[src/rtl/array_stream_ctrl.sv]
// Bulk mover between a sync-write / comb-read array and a pair of valid/ready streams.
// A command drains entries base..base+count-1 to out_* or fills them from in_*.
module array_stream_ctrl #(
    parameter int width  = 128,
    parameter int height = 8,
    localparam int IW = $clog2(height),
    localparam int CW = $clog2(height + 1)
) (
    input  logic             clk,
    input  logic             rst,
    input  logic             cmd_valid,
    output logic             cmd_ready,
    input  logic             cmd_write,
    input  logic [IW-1:0]    cmd_base,
    input  logic [CW-1:0]    cmd_count,
    output logic             arr_load,
    output logic [IW-1:0]    arr_index,
    output logic [width-1:0] arr_wdata,
    input  logic [width-1:0] arr_rdata,
    output logic             out_valid,
    input  logic             out_ready,
    output logic [width-1:0] out_data,
    input  logic             in_valid,
    output logic             in_ready,
    input  logic [width-1:0] in_data,
    output logic             busy,
    output logic             done
);

    typedef enum logic [1:0] {S_IDLE, S_DRAIN, S_FILL, S_DONE} state_t;

    state_t          r_state;
    state_t          w_state_next;
    logic [IW-1:0]   r_ptr;
    logic [IW-1:0]   w_ptr_next;
    logic [CW-1:0]   r_remaining;
    logic [CW-1:0]   w_remaining_next;
    logic [IW-1:0]   w_ptr_inc;
    logic [CW-1:0]   w_count_clamped;
    logic            w_beat;

    // Explicit wrap compare so non-power-of-2 depths stay inside the array.
    assign w_ptr_inc       = (r_ptr == IW'(height - 1)) ? '0 : r_ptr + IW'(1);
    assign w_count_clamped = (cmd_count > CW'(height)) ? CW'(height) : cmd_count;
    assign w_beat          = ((r_state == S_DRAIN) && out_ready) ||
                             ((r_state == S_FILL)  && in_valid);

    always_ff @(posedge clk) begin
        if (rst) begin
            r_state     <= S_IDLE;
            r_ptr       <= '0;
            r_remaining <= '0;
        end else begin
            r_state     <= w_state_next;
            r_ptr       <= w_ptr_next;
            r_remaining <= w_remaining_next;
        end
    end

    always_comb begin
        w_state_next     = r_state;
        w_ptr_next       = r_ptr;
        w_remaining_next = r_remaining;
        case (r_state)
            S_IDLE: begin
                if (cmd_valid) begin
                    w_ptr_next       = cmd_base;
                    w_remaining_next = w_count_clamped;
                    if (w_count_clamped == '0) begin
                        w_state_next = S_DONE;
                    end else if (cmd_write) begin
                        w_state_next = S_FILL;
                    end else begin
                        w_state_next = S_DRAIN;
                    end
                end
            end
            S_DRAIN, S_FILL: begin
                if (w_beat) begin
                    w_ptr_next       = w_ptr_inc;
                    w_remaining_next = r_remaining - CW'(1);
                    if (r_remaining == CW'(1)) begin
                        w_state_next = S_DONE;
                    end
                end
            end
            S_DONE: begin
                w_state_next = S_IDLE;
            end
            default: begin
                w_state_next = S_IDLE;
            end
        endcase
    end

    // Stream/array strobes are masked during rst so an aborted fill cannot write on the reset edge.
    always_comb begin
        cmd_ready = (r_state == S_IDLE);
        busy      = (r_state != S_IDLE);
        done      = (r_state == S_DONE) && !rst;
        arr_index = r_ptr;
        arr_load  = 1'b0;
        arr_wdata = '0;
        in_ready  = 1'b0;
        out_valid = 1'b0;
        out_data  = '0;
        if (!rst) begin
            if (r_state == S_FILL) begin
                in_ready  = 1'b1;
                arr_load  = in_valid;
                arr_wdata = in_data;
            end
            if (r_state == S_DRAIN) begin
                out_valid = 1'b1;
                out_data  = arr_rdata;
            end
        end
    end

endmodule
[config.mk]
export PLATFORM = sky130hd
export DESIGN_NAME = array_stream_ctrl
export DESIGN_NICKNAME = d
export VERILOG_FILES = /design/src/rtl/array_stream_ctrl.sv
export SDC_FILE = /design/constraint.sdc
export NUM_CORES = 1
export LEC_CHECK = 0
export CORE_AREA = 2 2 207 209
export CTS_CLUSTER_DIAMETER = 100
export CTS_CLUSTER_SIZE = 14
export DETAILED_ROUTE_END_ITERATION = 10
export DIE_AREA = 0 0 209 211
export GPL_TIMING_DRIVEN = 0
export REMOVE_ABC_BUFFERS = 1
export SYNTH_ARGS = -nofsm -noshare
export SYNTH_HDL_FRONTEND = slang
export SYNTH_SLANG_ARGS = --single-unit
[constraint.sdc]
create_clock -name clk -period 2.2 [get_ports clk]
set_input_delay 0.44 -clock clk [delete_from_list [all_inputs] [get_ports clk]]
set_output_delay 0.44 -clock clk [all_outputs]
set_load 0.01 [all_outputs]
==> results.md <==
* Slew of the pin with the lowest slew margin at 0.5186 ns
* Placed Instances at 1408
* Min Tclk post-route at 2.259 ns
* Largest cells by area after synthesis: and2_1 66%, dfxtp_1 7.4%, ha_1 4.6%
* Power per standard cell area at 524.4 nW/um^2
* Rows at 75
* Dpl ws at -1.314 ns
* Routed wire length at 20.96 mm
* Yosys top cell by area: and2_1
* # DRC at 0
* I/O pins at 534
* RSZ-0062 raised after global routing: yes
* Sequential fraction of the synthesis area at 7.411%
* Routed wire per std cell at 14.40 um
* TritonCTS clock tree: yes
* Cells on worst reg2reg path at 6
* Tcrit/Tclk final at 102.7%
* Routability cong. at 0.8101
* Run status: finished, violations left
* Data required, critical path at 1.76 ns
* Num CTS Buffers at 3
* VDD IR max at 0.3102 mV
* Initial antenna violation count at 3
* # port buffers at 533
* Fmax at 0.4427 GHz
* Fin. max-slew vios at 0
* Die Ht at 211 um
* Full die area at 44100 um^2
* HP Class: reg -> reg
* Worst path cell trace: inv_4 > ha_4 > nor2b_4 > buf_12 > buf_12 > buf_6 > buf_16 > and2_1 > buf_2
* Hold Path Stages at 2
* Overflow after GRT at 0
* Starting Density at 5.822%
* Die Span X at 209 um
* Global-route wire length before repair at 28.63 mm
* Avg Cell Area, Syn at 6.679 um^2
* Critical path class: reg -> out
* Htree depth at 1
* Most frequent CP cell: buf_12
* Hold wc startpoint: r_state[0]$_SDFFE_PP0P_
* FF+latch count, synth at 9
* Total core area at 41760 um^2
* Slowest CP cell: dfxtp_4
* Post-synth EDFFs at 0
* Layout cells sized above 1 at 38.25%
* Crit-path max FO at 15
* Drt via density at 3.167
* Clock sink total at 9
* Utilization after layout at 20.64%
* Synth Cell Area at 2431 um^2
* Synth top area share at 66.13%
* Drt first pass iters at 4
* CP Launch Point: r_state[1]$_SDFFE_PP0P_
* Most frequent cells after synthesis: 257 x and2_1, 25 x clkbuf_1, 9 x dfxtp_1, 9 x ha_1, 8 x inv_1
* WHS Endpoint: r_state[0]$_SDFFE_PP0P_
* Worst setup margin at -0.05908 ns
* Startpoint types: flip-flop
* Number of nets with antenna violations after routing at 0
* Fin Setup TNS at -0.7343 ns
* Post-Layout Cell Count at 1456
* Clk buf depth at 2
* Crit path DAT at 1.82 ns
* Setup Skew at 0.003824 ns
* Fillers at 4672
* Worst skew pair latency at 0.24 ns
* FF-to-FF Start: r_state[1]$_SDFFE_PP0P_
* Endpoints failing hold at 0
* Critical path's largest stage delay at 0.38 ns
* Most frequent cell after synthesis: and2_1
* R2r setup slk at 0.18 ns
* Slew headroom at 64.98%
* Worst reg2reg path endpoint: r_remaining[3]$_SDFFE_PP0P_
* DP HPWL at 15.70 mm
* Leakage at 4.157 nW
* Ys Warns at 0
* Largest net degree at the start of global routing at 31
* Crit path capture type: output port
* Layout net count at 1194
* Netlist cell types at 31
* Area growth syn-to-layout at 254.6%
* Vias in the first global route at 4608
* Primary FF master, synth: dfxtp_1
* Synth async-reset ratio at 0%
* Worst-path clk slew at 0.04 ns
* Hold slack at 0.5426 ns
* Finish-stage setup viols at 39
* Total number of vias at 4611
* GRT Overall Usage at 8.409%
* Max-cap viol count at 0
* DRT iter0 DRCs at 146
* Gate Count Post-Synth at 364
* Clk root buf: clkbuf_16
* Failing checks: setup timing
## worst max path at each step
stage / endpoint / slack [ns] / cells after the start
after floorplan: arr_load / -2.01 / 4
after global placement: in_ready / -5.26 / 3
after detailed placement: out_data[10] / -1.31 / 6
after CTS: arr_wdata[88] / -0.19 / 8
after global routing: out_data[51] / -0.12 / 8
final: out_data[94] / -0.06 / 9
## repair_timing
action | in CTS | in global routing
setup buffers | 21 | 12
hold buffers | 0 | 0
pin swaps | 0 | 41
resized for setup | 796 | 241
gates cloned | 13 | 4
setup endpoints to repair | 267 | 207
## where the power goes
group / switching [mW] / internal [mW] / leakage, nW
Clock: 0.0889 / 0.240 / 0.0409
Combinational: 1.65 / 2.20 / 4.04
Sequential: 0.0920 / 0.242 / 0.0756
## metrics by stage
step	total power, mW	area [um^2]
2_1_floorplan	1.692	2295
4_1_cts	4.306	8494
3_3_place_gp	3.572	8304
3_5_place_dp	3.650	8407
6_report	4.520	8620
5_1_grt	4.825	8617
## cells by family after synthesis
kind of cell	synth area share, %
adder cells (fa/ha/maj)	4.632
AO/OA/AOI/OAI	6.588
flip-flops	7.411
AND/OR/NAND/NOR	71.44
buffers and inverters	6.845
multiplexers	3.088
## layer usage
layer	track usage, %	share of wire, %
met4	1.970	1.9
met1	9.902	40
met2	15.21	50
met5	0	0.062
met3	2.171	8.9
## cell usage in the layout (no fill, tap or decap), types with 7 or more instances in the layout
cell	Yosys	layout
buf_12	0	7
dlygate4sd2_1	0	40
and2_1	257	193
dfxtp_1	9	7
and2_4	0	64
clkbuf_16	0	7
clkbuf_2	0	44
clkdlybuf4s50_1	0	272
buf_4	1	12
buf_6	1	56
buf_16	0	13
buf_2	4	120
## worst max-delay path, delay by kind of cell (launching register included)
kind          cells  cell delay, ns
flops             1            0.38
buf+inv           6            0.74
simple gates      2            0.28
fa+ha+maj         1            0.17
## flip-flops by register name, indices dropped and copies added, names as in the netlist
name         count
arr_index        3
r_remaining      4
r_state          2
## cell type report
type | count | area (um^2) | share of cell area, %
flip-flops and latches | 9 | 187.7 | 2.177
clock buffers | 3 | 75.07 | 0.8710
well taps | 539 | 674.4 | 7.824
multi-input cells | 316 | 2301 | 26.69
clock inverters | 1 | 5.005 | 0.05806
repair buffers | 578 | 5336 | 61.91
diodes | 2 | 5.005 | 0.05806
inverters | 8 | 35.03 | 0.4064
(Power assumes the default switching activity.)
